`src/rtl/game_flow_ctrl_if.sv`:
```
// Board-side bundle of the game-flow sequencer: switch/button/mic inputs and screen/record outputs.
// Latency: none, wires only.
// Backpressure: none; every output is a level, play_start is a single-cycle pulse.
//   master: board I/O side (drives en, buttons, volume, rd_addr; observes the outputs)
//   slave : game_flow_ctrl side
interface game_flow_ctrl_if #(
    parameter int VOL_W = 5,
    parameter int AW    = 4
);
    logic             en;
    logic             btn_l;
    logic             btn_r;
    logic             btn_c;
    logic [VOL_W-1:0] volume;
    logic [AW-1:0]    rd_addr;
    logic [3:0]       state;
    logic [3:0]       count;
    logic [AW:0]      rec_len;
    logic [VOL_W-1:0] rec_peak;
    logic [VOL_W-1:0] rd_data;
    logic             play_start;

    modport master (
        output en, btn_l, btn_r, btn_c, volume, rd_addr,
        input  state, count, rec_len, rec_peak, rd_data, play_start
    );

    modport slave (
        input  en, btn_l, btn_r, btn_c, volume, rd_addr,
        output state, count, rec_len, rec_peak, rd_data, play_start
    );
endinterface

```
`src/rtl/game_flow_ctrl.sv`:
```
// Game-flow sequencer: walks title..play screens, records mic volume into a circular buffer, runs start countdown.
// Latency: buttons reach the state 3 clk after a raw edge (2-flop sync + edge detect); rd_data 1 clk after rd_addr.
// Backpressure: none; a held button produces one pulse, en low forces IDLE on the next clk.
//   Ports: clk, rst_n (async active-low); io (game_flow_ctrl_if.slave):
//     en/btn_l/btn_r/btn_c/volume/rd_addr in; state/count/rec_len/rec_peak/rd_data/play_start out.
//   Optional feature macro GAME_FLOW_SKIP_EN: left button on the title screen jumps straight to RECORD_START.
module game_flow_ctrl #(
    parameter int VOL_W      = 5,
    parameter int REC_DEPTH  = 16,
    parameter int SAMPLE_DIV = 50000000,
    parameter int SEC_DIV    = 100000000,
    parameter int COUNTDOWN  = 5,
    parameter int VOL_MIN    = 3
) (
    input logic            clk,
    input logic            rst_n,
    game_flow_ctrl_if.slave io
);
    localparam int AW  = $clog2(REC_DEPTH);
    localparam int SDW = $clog2(SAMPLE_DIV);
    localparam int CDW = $clog2(SEC_DIV);

    localparam logic [VOL_W-1:0] VMIN      = VOL_W'(VOL_MIN);
    localparam logic [3:0]       CD_INIT   = 4'(COUNTDOWN);
    localparam logic [AW:0]      LEN_MAX   = (AW+1)'(REC_DEPTH);
    localparam logic [SDW-1:0]   SDIV_LAST = SDW'(SAMPLE_DIV - 1);
    localparam logic [CDW-1:0]   CDIV_LAST = CDW'(SEC_DIV - 1);

    typedef enum logic [3:0] {
        IDLE         = 4'd0,
        TITLE        = 4'd1,
        CONTROLS_1   = 4'd2,
        CONTROLS_2   = 4'd3,
        SETTINGS     = 4'd4,
        MIC_START    = 4'd5,
        MIC_VOLUME   = 4'd6,
        RECORD_START = 4'd7,
        RECORD_SPEAK = 4'd8,
        GAME_START   = 4'd10,
        GAME_PLAY    = 4'd11
    } state_t;

    state_t           state, nxt;
    logic [3:0]       count;
    logic [AW-1:0]    wr_ptr;
    logic [AW:0]      rec_len;
    logic [VOL_W-1:0] rec_peak;
    logic [VOL_W-1:0] rd_data;
    logic             play_start;
    logic [VOL_W-1:0] mem [REC_DEPTH];

    // Button synchronisers; prev_* holds the synchronised level one clk older for edge detection.
    // The centre button is only ever used as a level.
    logic [1:0] sync_l, sync_r, sync_c;
    logic       prev_l, prev_r;
    logic       pulse_l, pulse_r, btn_c_lvl;

    always_ff @(posedge clk or negedge rst_n) begin
        if (!rst_n) begin
            sync_l <= '0;
            sync_r <= '0;
            sync_c <= '0;
            prev_l <= 1'b0;
            prev_r <= 1'b0;
        end else begin
            sync_l <= {sync_l[0], io.btn_l};
            sync_r <= {sync_r[0], io.btn_r};
            sync_c <= {sync_c[0], io.btn_c};
            prev_l <= sync_l[1];
            prev_r <= sync_r[1];
        end
    end

    assign pulse_l   = sync_l[1] & ~prev_l;
    assign pulse_r   = sync_r[1] & ~prev_r;
    assign btn_c_lvl = sync_c[1];

    // Tick dividers only run in their owning state, so the first tick lands a full period after entry.
    logic [SDW-1:0] sdiv;
    logic [CDW-1:0] cdiv;
    logic           sample_tick, sec_tick;

    assign sample_tick = (state == RECORD_SPEAK) && (sdiv == SDIV_LAST);
    assign sec_tick    = (state == GAME_START)   && (cdiv == CDIV_LAST);

    always_ff @(posedge clk or negedge rst_n) begin
        if (!rst_n) begin
            sdiv <= '0;
            cdiv <= '0;
        end else begin
            sdiv <= (state != RECORD_SPEAK || sample_tick) ? '0 : sdiv + 1'b1;
            cdiv <= (state != GAME_START   || sec_tick)    ? '0 : cdiv + 1'b1;
        end
    end

    // Peak including a sample taken this very clk, so a release coinciding with a tick is judged on it.
    logic [VOL_W-1:0] peak_next;
    assign peak_next = (sample_tick && io.volume > rec_peak) ? io.volume : rec_peak;

    always_comb begin
        nxt = state;
        case (state)
            IDLE:         nxt = TITLE;
            TITLE: begin
                if (pulse_r)      nxt = CONTROLS_1;
`ifdef GAME_FLOW_SKIP_EN
                else if (pulse_l) nxt = RECORD_START;
`endif
            end
            CONTROLS_1:   if (pulse_r) nxt = CONTROLS_2;
            CONTROLS_2:   if (pulse_r) nxt = SETTINGS;
            SETTINGS:     if (pulse_l || pulse_r) nxt = MIC_START;
            MIC_START:    if (pulse_r) nxt = MIC_VOLUME;
            MIC_VOLUME:   if (pulse_r) nxt = RECORD_START;
            RECORD_START: if (btn_c_lvl) nxt = RECORD_SPEAK;
            RECORD_SPEAK: if (!btn_c_lvl) nxt = (peak_next >= VMIN) ? GAME_START : RECORD_START;
            GAME_START:   if (sec_tick && count == 4'd0) nxt = GAME_PLAY;
            GAME_PLAY:    nxt = GAME_PLAY;
            default:      nxt = IDLE;
        endcase
        if (!io.en) nxt = IDLE;
    end

    always_ff @(posedge clk or negedge rst_n) begin
        if (!rst_n) begin
            state      <= IDLE;
            count      <= '0;
            wr_ptr     <= '0;
            rec_len    <= '0;
            rec_peak   <= '0;
            rd_data    <= '0;
            play_start <= 1'b0;
        end else begin
            state      <= nxt;
            play_start <= (nxt == GAME_PLAY) && (state != GAME_PLAY);

            // Entering RECORD_START wins over a coincident tick: a failed take is discarded whole.
            if (nxt == RECORD_START && state != RECORD_START) begin
                wr_ptr   <= '0;
                rec_len  <= '0;
                rec_peak <= '0;
            end else if (sample_tick) begin
                wr_ptr   <= wr_ptr + 1'b1;
                rec_len  <= (rec_len == LEN_MAX) ? rec_len : rec_len + 1'b1;
                rec_peak <= peak_next;
            end

            if (nxt == GAME_START && state != GAME_START)
                count <= CD_INIT;
            else if (sec_tick && count != 4'd0)
                count <= count - 1'b1;

            // Index 0 is the newest sample, i.e. the slot just behind the write pointer.
            if ({1'b0, io.rd_addr} < rec_len)
                rd_data <= mem[wr_ptr - AW'(1) - io.rd_addr];
            else
                rd_data <= '0;
        end
    end

    always_ff @(posedge clk) begin
        if (sample_tick) mem[wr_ptr] <= io.volume;
    end

    assign io.state      = state;
    assign io.count      = count;
    assign io.rec_len    = rec_len;
    assign io.rec_peak   = rec_peak;
    assign io.rd_data    = rd_data;
    assign io.play_start = play_start;
endmodule

```
`src/flat_wrapper.sv`:
```
// flat-port wrapper written by rule: the top's interface ports become plain ports
module game_flow_ctrl_flat 
#(
    parameter int VOL_W      = 5,
    parameter int REC_DEPTH  = 16,
    parameter int SAMPLE_DIV = 50000000,
    parameter int SEC_DIV    = 100000000,
    parameter int COUNTDOWN  = 5,
    parameter int VOL_MIN    = 3
)
  (clk, rst_n, io_en, io_btn_l, io_btn_r, io_btn_c, io_volume, io_rd_addr, io_state, io_count, io_rec_len, io_rec_peak, io_rd_data, io_play_start);
  game_flow_ctrl_if #(.VOL_W(VOL_W), .AW(4)) io_i ();
  input logic clk;
  input logic rst_n;
  input wire logic [$bits(io_i.en)-1:0] io_en;
  input wire logic [$bits(io_i.btn_l)-1:0] io_btn_l;
  input wire logic [$bits(io_i.btn_r)-1:0] io_btn_r;
  input wire logic [$bits(io_i.btn_c)-1:0] io_btn_c;
  input wire logic [$bits(io_i.volume)-1:0] io_volume;
  input wire logic [$bits(io_i.rd_addr)-1:0] io_rd_addr;
  output wire logic [$bits(io_i.state)-1:0] io_state;
  output wire logic [$bits(io_i.count)-1:0] io_count;
  output wire logic [$bits(io_i.rec_len)-1:0] io_rec_len;
  output wire logic [$bits(io_i.rec_peak)-1:0] io_rec_peak;
  output wire logic [$bits(io_i.rd_data)-1:0] io_rd_data;
  output wire logic [$bits(io_i.play_start)-1:0] io_play_start;
  assign io_i.en = io_en;
  assign io_i.btn_l = io_btn_l;
  assign io_i.btn_r = io_btn_r;
  assign io_i.btn_c = io_btn_c;
  assign io_i.volume = io_volume;
  assign io_i.rd_addr = io_rd_addr;
  assign io_state = io_i.state;
  assign io_count = io_i.count;
  assign io_rec_len = io_i.rec_len;
  assign io_rec_peak = io_i.rec_peak;
  assign io_rd_data = io_i.rd_data;
  assign io_play_start = io_i.play_start;
  game_flow_ctrl #(.VOL_W(VOL_W), .REC_DEPTH(REC_DEPTH), .SAMPLE_DIV(SAMPLE_DIV), .SEC_DIV(SEC_DIV), .COUNTDOWN(COUNTDOWN), .VOL_MIN(VOL_MIN)) u_core (.clk(clk), .rst_n(rst_n), .io(io_i));
endmodule
```
`config.mk`:
```
export PLATFORM = sky130hd
export DESIGN_NAME = game_flow_ctrl_flat
export DESIGN_NICKNAME = d
export VERILOG_FILES = /design/src/rtl/game_flow_ctrl_if.sv /design/src/rtl/game_flow_ctrl.sv /design/src/flat_wrapper.sv
export SDC_FILE = /design/constraint.sdc
export NUM_CORES = 1
export LEC_CHECK = 0
export CORE_MARGIN = 2
export CORE_UTILIZATION = 60
export CTS_CLUSTER_DIAMETER = 50
export DETAILED_ROUTE_END_ITERATION = 8
export PLACE_DENSITY = 0.8
export SLEW_MARGIN = 20
export SYNTH_ARGS = -nofsm -noshare
export SYNTH_HDL_FRONTEND = slang
export SYNTH_SLANG_ARGS = --single-unit
export TNS_END_PERCENT = 30
```
`constraint.sdc`:
```
create_clock -name clk -period 3.1 [get_ports clk]
set_input_delay 0.62 -clock clk [delete_from_list [all_inputs] [get_ports clk]]
set_output_delay 0.62 -clock clk [all_outputs]
set_load 0.01 [all_outputs]
```
==> reports/metrics.json, run 1 <==
{
  "status": {
    "outcome": "finished clean"
  },
  "synth": {
    "netlist_instances": 611,
    "synth_compound_area_frac": 0.03740,
    "fraction_of_synthesized_cell_area_in_xor_and_xnor_cells": 0.06361,
    "synth_warnings": 0,
    "yosys_most_used_dff": "sky130_fd_sc_hd__dfrtp_1",
    "synth_seq_area_share": 0.5913,
    "synth_fp_nets": 647,
    "synth_async_sr_flop_share": 0.5266,
    "synth_area_in_simple_gates": 0.1630,
    "synth.lib_cells_used.distinct": 54,
    "ys_seq_elements": 169,
    "syn-mean-instance-area_um2": 12.81,
    "synth_top_family_by_area": "simple AND/OR/NAND/NOR gates",
    "synth.area.mux_share": 0.08199,
    "synth_enable_flop_cells": 80,
    "synth-adder-area-share": 0.03452,
    "mappedNetlistArea_um2": 7829
  },
  "power": {
    "power.density_cell_area_nw_per_um2": 605.3,
    "switching_power_w": 0.001325,
    "swShare": 0.2381,
    "combinationalPowerShare": 0.133,
    "vdd.ir_drop.worst_mv": 0.3568,
    "power.clock.fraction": 0.423,
    "cell_internal_pwr_w": 0.004241,
    "total_leakage_power_nw": 3.514,
    "seq_power_share": 0.444
  },
  "min_path": {
    "hold_path.class": "input port to asynchronous set/reset pin"
  },
  "setup_path": {
    "worst_r2r_path_depth": 7,
    "worst-setup-path-type": "register to register",
    "critical_path.cell_chain": "ha_1, nand3_2, or4_1, nor3_1, buf_4, nor3b_1, and2_1",
    "critical_path_arrival_ns": 2.97,
    "setup.reg_to_reg.worst_slack_ns": 0.24,
    "critical_path.endpoint_type": "register",
    "reg2reg_from": "u_core.sdiv[0]",
    "cpMaxStageDelayCell": "sky130_fd_sc_hd__or4_1",
    "cp_data_required_time_ns": 3.21,
    "cp-start-kind": "register",
    "worst_r2r_endpoint": "u_core.mem[1][4]",
    "critical_path.max_stage_delay_ns": 0.59,
    "crit_fanout": 11
  },
  "clock_network": {
    "cts-htree-levels": 4,
    "cts_tree": "yes",
    "clk_pin_slew_ns": 0.07,
    "ctsRootBufferMaster": "sky130_fd_sc_hd__clkbuf_16",
    "post_cts_hold_buffer_count": 0,
    "clockBufferDepth": 2,
    "cts_made_buffers": 17,
    "cts_num_sinks": 169,
    "worst_skew_pair.late_latency_ns": 0.43,
    "post_cts_buffers": 0,
    "cts_repair_resize_count": 0
  },
  "global_routing": {
    "via_count_of_the_first_global_routing_pass": 5293,
    "grt_max_degree": 52,
    "number_of_antenna_violations_at_the_first_check_in_global_routing": 0,
    "grt_pass1_wl_um": 26870,
    "gr-usage-all-layers": 0.2496,
    "globalRouteOverflowTotal": 0
  },
  "cells_and_area": {
    "syn_to_final_growth_pct": 17.45,
    "finish.instance_area_um2": 9195,
    "antenna-diode-count": 0,
    "final_layout_size_suffix_gt1_frac": 0.1493,
    "fill_cell_instance_count_of_the_final_layout": 849,
    "design.final.nets": 706,
    "multi_input_area_um2": 2979,
    "seqCellArea_um2": 4629
  },
  "floorplanning": {
    "chipWidth_um": 118.2,
    "num_io_pins": 39,
    "die_y_um": 118.2,
    "core.rowCount": 41,
    "start_util": 0.6179,
    "placeableCoreArea_um2": 12670,
    "dieArea_um2": 13980
  },
  "detailed_routing": {
    "drt-initial-drc-count": 386,
    "met1_length_um": 6691,
    "drt-pass1-iter-count": 5,
    "overall_routed_net_length_um": 16250,
    "routed_via_density": 5.860,
    "drcViolationCount": 0,
    "vias": 5010,
    "met3WireLength_um": 568,
    "wl_per_cell_um": 19.00,
    "top_layer": "met4",
    "antenna_violating_nets_post_route": 0,
    "routed_length_on_met2_um": 8670
  },
  "sta": {
    "timing.setup.tns_ns": 0,
    "hold_viol_final": 0,
    "worst_slew_margin_rel": 0.4401,
    "worstMarginPinSlew_ns": 0.8357,
    "setup_viol": 0,
    "finClkSkew_ns": 0.008849,
    "slew_viol_final": 0,
    "max_freq_mhz": 349.2,
    "rsz0062_at_grt": "false",
    "period_share": 0.9239,
    "period_minus_slack_ns": 2.864
  },
  "placement": {
    "placed_area_um2": 8536,
    "place.detailed.hpwl_um": 10980,
    "placer_congestion_estimate": 0.8513,
    "port_buffers": 38
  },
  "run": {
    "cap_violations": 0
  }
}
-- sequential cells by signal, indices dropped and copies added, names as in the netlist --
register              cells
u_core.cdiv              27
u_core.sdiv              26
u_core.sync_r             2
u_core.io.rd_data         5
u_core.io.state           4
u_core.mem               80
u_core.sync_l             2
u_core.io.play_start      1
u_core.prev_l             1
u_core.sync_c             2
u_core.wr_ptr             4
u_core.io.count           4
u_core.io.rec_len         5
u_core.io.rec_peak        5
u_core.prev_r             1
-- power by group through the flow --
stage	Combinational, W	Clock, W	Sequential (W)
2_1_floorplan	0.000416	0	0.00252
3_3_place_gp	0.000715	0	0.00251
3_5_place_dp	0.000740	0	0.00252
4_1_cts	0.000753	0.00238	0.00247
5_1_grt	0.000801	0.00246	0.00248
6_report	0.000740	0.00235	0.00247
-- final cells by class --
type                    instances  share of cell area
clock buffers                  18             0.04776
repair buffers                 61             0.06395
multi-input cells             388              0.3240
clock inverters                14             0.02395
inverters                      33             0.01347
well taps                     172             0.02340
flip-flops and latches        169              0.5035
-- stage by stage --
stage	utilization	std cells	hold WS (ns)	setup slack, ns	total power, W
4_1_cts	0.7257	855	0.2409	0.2379	0.005604
3_5_place_dp	0.6736	823	0.3379	-0.003002	0.003255
6_report	0.7257	855	0.2168	0.2360	0.005566
3_3_place_gp	0.6736	823	0.3342	0.03868	0.003226
5_1_grt	0.7257	855	0.2714	0.1132	0.005742
2_1_floorplan	-	611	0.3244	0.5853	0.002933
-- logic make-up after synthesis --
family | count (synthesis)
buf+inv | 54
fa+ha+maj | 21
compound gates | 44
simple gates | 228
xor+xnor | 56
flops | 169
mux | 39
-- layer usage --
metal	GRT usage	vias to the layer above
met5	0	-
met4	0.08735	0
met3	0.05116	33
met2	0.4342	109
met1	0.3107	2550
li1	-	2318
-- placed cells by master (no fill, tap or decap), types with 5 or more instances in the layout --
master and count:
sky130_fd_sc_hd__bufinv_16 5, sky130_fd_sc_hd__xor2_1 31, sky130_fd_sc_hd__o22ai_1 6, sky130_fd_sc_hd__ha_1 20
sky130_fd_sc_hd__clkbuf_16 17, sky130_fd_sc_hd__dfrtp_1 89, sky130_fd_sc_hd__or4_1 5, sky130_fd_sc_hd__mux4_2 20
sky130_fd_sc_hd__mux2i_1 18, sky130_fd_sc_hd__nand3_1 13, sky130_fd_sc_hd__nand2b_1 5, sky130_fd_sc_hd__xnor2_1 24
sky130_fd_sc_hd__nand2_1 26, sky130_fd_sc_hd__and3_1 9, sky130_fd_sc_hd__nor3_2 8, sky130_fd_sc_hd__nand4_1 16
sky130_fd_sc_hd__nor2_1 66, sky130_fd_sc_hd__buf_4 21, sky130_fd_sc_hd__or3_1 9, sky130_fd_sc_hd__o21ai_0 7
sky130_fd_sc_hd__inv_1 33, sky130_fd_sc_hd__nor4_1 9, sky130_fd_sc_hd__and2_1 11, sky130_fd_sc_hd__nor2b_1 8
sky130_fd_sc_hd__a21oi_1 17, sky130_fd_sc_hd__clkdlybuf4s50_1 37, sky130_fd_sc_hd__nor3_1 18, sky130_fd_sc_hd__edfxtp_1 80
-- worst max-delay path by stage --
stage / startpoint / to / slack [ns] / depth (start not counted)
2_1_floorplan: u_core.sdiv[0] / u_core.mem[4][0] / 0.59 / 7
3_3_place_gp: io_volume[2] / u_core.io.rec_len[4] / 0.04 / 10
3_5_place_dp: io_volume[2] / u_core.io.rec_len[4] / -0.003 / 10
4_1_cts: u_core.sdiv[0] / u_core.mem[1][4] / 0.24 / 7
5_1_grt: u_core.sdiv[0] / u_core.mem[1][4] / 0.11 / 7
6_report: u_core.sdiv[0] / u_core.mem[1][4] / 0.24 / 7
-- critical path: cells and delay by family, from the launching register on --
kind          cells  cell delay [ns]
flops             1             0.39
buf+inv           1             0.22
simple gates      5             1.68
fa+ha+maj         1             0.24
-- cell usage after synthesis (18+ instances only) --
cell	number	area share
sky130_fd_sc_hd__mux2i_1	18	0.023
sky130_fd_sc_hd__dfrtp_1	89	0.28
sky130_fd_sc_hd__inv_1	33	0.016
sky130_fd_sc_hd__nor3_1	18	0.012
sky130_fd_sc_hd__edfxtp_1	80	0.31
sky130_fd_sc_hd__xnor2_1	24	0.027
sky130_fd_sc_hd__xor2_1	31	0.035
sky130_fd_sc_hd__nor2_1	66	0.032
sky130_fd_sc_hd__mux4_2	20	0.058
sky130_fd_sc_hd__nand2_1	26	0.012
sky130_fd_sc_hd__ha_1	20	0.032
Power figures use the tool's default switching activity.
==> run 2, diff against run 1 <==
--- a/config.mk
+++ b/config.mk
@@ -7,9 +7,10 @@
 export LEC_CHECK = 0
 export CORE_MARGIN = 2
 export CORE_UTILIZATION = 60
-export CTS_CLUSTER_DIAMETER = 50
+export CTS_CLUSTER_DIAMETER = 100
 export DETAILED_ROUTE_END_ITERATION = 8
-export PLACE_DENSITY = 0.8
+export MAX_ROUTING_LAYER = met4
+export PLACE_DENSITY = 0.84
 export SLEW_MARGIN = 20
 export SYNTH_ARGS = -nofsm -noshare
 export SYNTH_HDL_FRONTEND = slang
==> run 2 against run 1 <==
Against the previous run: total power fell by 7.0%; clock power fell by 16%; cell area fell by 1.3%; sequential share of layout area rose by 0.65 points; maximum frequency rose by 0.58%; sequential power barely moved; via count fell by 0.54%.
==> reports/metrics.json, run 2 (synthesis results as in run 1) <==
{
  "global_routing": {
    "gr-usage-all-layers": 0.2552,
    "grt_pass1_wl_um": 26500,
    "via_count_of_the_first_global_routing_pass": 5155,
    "number_of_antenna_violations_at_the_first_check_in_global_routing": 0,
    "globalRouteOverflowTotal": 0,
    "grt_max_degree": 48
  },
  "placement": {
    "placer_congestion_estimate": 0.8540,
    "port_buffers": 38,
    "place.detailed.hpwl_um": 10920
  },
  "power": {
    "power.density_cell_area_nw_per_um2": 569.9,
    "total_leakage_power_nw": 3.474,
    "vdd.ir_drop.worst_mv": 0.4804,
    "finalPower_w": 0.005174
  },
  "clock_network": {
    "clockBufferDepth": 2,
    "cts_repair_resize_count": 0,
    "ctsRootBufferMaster": "sky130_fd_sc_hd__clkbuf_16",
    "clk_pin_slew_ns": 0.06,
    "post_cts_buffers": 0,
    "worst_skew_pair.late_latency_ns": 0.43,
    "post_cts_hold_buffer_count": 0,
    "cts_made_buffers": 17,
    "cts_tree": "yes",
    "cts-htree-levels": 4,
    "cts_num_sinks": 169
  },
  "floorplanning": {
    "placeableCoreArea_um2": 12670,
    "chipWidth_um": 118.2,
    "start_util": 0.6179,
    "dieArea_um2": 13980,
    "die_y_um": 118.2,
    "core.rowCount": 41,
    "num_io_pins": 39
  },
  "cells_and_area": {
    "final_common_cell": "sky130_fd_sc_hd__dfrtp_1",
    "antenna-diode-count": 0,
    "design.final.nets": 703,
    "largest_register": "u_core.mem",
    "max_ffs_per_register": 80,
    "largest_registers": "u_core.mem x80, u_core.cdiv x27, u_core.sdiv x26",
    "most-common-layout-cells": "89 x sky130_fd_sc_hd__dfrtp_1, 80 x sky130_fd_sc_hd__edfxtp_1, 66 x sky130_fd_sc_hd__nor2_1, 37 x sky130_fd_sc_hd__clkdlybuf4s50_1, 33 x sky130_fd_sc_hd__inv_1",
    "final_layout_size_suffix_gt1_frac": 0.1426,
    "syn_to_final_growth_pct": 15.95
  },
  "detailed_routing": {
    "antenna_violating_nets_post_route": 0,
    "drt-pass1-iter-count": 4,
    "vias": 4983,
    "wl_per_cell_um": 18.53,
    "routed_via_density": 5.849,
    "drcViolationCount": 0,
    "drt-initial-drc-count": 322,
    "overall_routed_net_length_um": 15780
  },
  "sta": {
    "max_freq_mhz": 351.2,
    "worstMarginPinSlew_ns": 0.7880,
    "slew_viol_final": 0,
    "period_minus_slack_ns": 2.847,
    "worst_slew_margin_rel": 0.4721,
    "hold_viol_final": 0,
    "timing.setup.tns_ns": 0,
    "setup_viol": 0,
    "finClkSkew_ns": 0.007554,
    "rsz0062_at_grt": "false",
    "period_share": 0.9185
  },
  "setup_path": {
    "critical_path.cell_chain": "ha_1, nand3_2, or4_1, nor3_1, nand3b_1, nor2_1",
    "cp-start-kind": "register",
    "critical_path.max_stage_delay_ns": 0.60,
    "crit_fanout": 5,
    "worst-setup-path-type": "register to register",
    "cp_data_required_time_ns": 3.16,
    "critical_path_arrival_ns": 2.91,
    "critical_path.endpoint_type": "register",
    "setup.reg_to_reg.worst_slack_ns": 0.25,
    "cpMaxStageDelayCell": "sky130_fd_sc_hd__or4_1"
  },
  "min_path": {
    "hold_path.class": "input port to asynchronous set/reset pin"
  },
  "status": {
    "outcome": "finished clean"
  },
  "run": {
    "cap_violations": 0
  }
}
## run 2: cell types whose count changed in the layout (fill, tap and decap cells not counted), moves of 2 or more
cell and change:
sky130_fd_sc_hd__buf_4 -3, sky130_fd_sc_hd__bufinv_16 -4, sky130_fd_sc_hd__clkbuf_1 +2, sky130_fd_sc_hd__clkinv_2 +7, sky130_fd_sc_hd__clkinv_4 -2, sky130_fd_sc_hd__clkinvlp_4 -4
sky130_fd_sc_hd__inv_6 -2
## run 2: cell type report
| type | count | area, um^2 |
|---|---|---|
| Multi-Input combinational cell | 388 | 2984 |
| Sequential cell | 169 | 4629 |
| Tap cell | 172 | 215.2 |
| Inverter | 33 | 123.9 |
| Timing Repair Buffer | 58 | 565.5 |
| Clock inverter | 10 | 73.82 |
| Fill cell | 845 | 3593 |
| Clock buffer | 22 | 485.5 |
## run 2: metrics by stage
step / setup slack, ns / instance area, um^2 / hold slack (ns) / utilization / instances
2_1_floorplan: 0.5853 / 7829 / 0.3244 / - / 611
3_3_place_gp: 0.09368 / 8513 / 0.3324 / 0.6719 / 820
3_5_place_dp: 0.03316 / 8513 / 0.3355 / 0.6719 / 820
4_1_cts: 0.2481 / 9072 / 0.2295 / 0.7160 / 852
5_1_grt: 0.03127 / 9077 / 0.2639 / 0.7164 / 852
6_report: 0.2526 / 9077 / 0.2164 / 0.7164 / 852
## run 2: final timing paths
path	start	end	depth (start not counted)
max	u_core.sdiv[0]	u_core.mem[10][0]	6
min	rst_n	u_core.io.rd_data[2]	1
max reg2reg	u_core.sdiv[0]	u_core.mem[10][0]	6
min reg2reg	u_core.sync_c[0]	u_core.sync_c[1]	0
max in group asynchronous	rst_n	u_core.prev_l	2
min in group clk	u_core.sync_c[0]	u_core.sync_c[1]	0
## run 2: metal layers
layer	GRT usage	up-vias	routed length, um
li1	-	2322	-
met1	0.3098	2524	6532
met2	0.4126	110	8072
met3	0.08108	27	857
met4	0.07530	0	321
met5	-	-	0
## run 2: critical path, delay by kind of cell, from the launching register on
family	cells	cell delay, ns
fa+ha+maj	1	0.25
flops	1	0.39
simple gates	5	1.84
## run 2: power breakdown
part	switching (W)	internal, W	leakage (nW)	total (W)
logic	0.000348	0.000373	1.32	0.000720
clock network	0.000801	0.00118	0.286	0.00198
registers	0.0000603	0.00241	1.87	0.00247
total	0.00121	0.00396	3.47	0.00517
==> run 3, diff against run 2 <==
--- a/config.mk
+++ b/config.mk
@@ -5,6 +5,7 @@
 export SDC_FILE = /design/constraint.sdc
 export NUM_CORES = 1
 export LEC_CHECK = 0
+export CAP_MARGIN = 20
 export CORE_MARGIN = 2
 export CORE_UTILIZATION = 60
 export CTS_CLUSTER_DIAMETER = 100
==> results of run 3 <==
No change in the layout: final DEF, timing and power equal those of run 2.
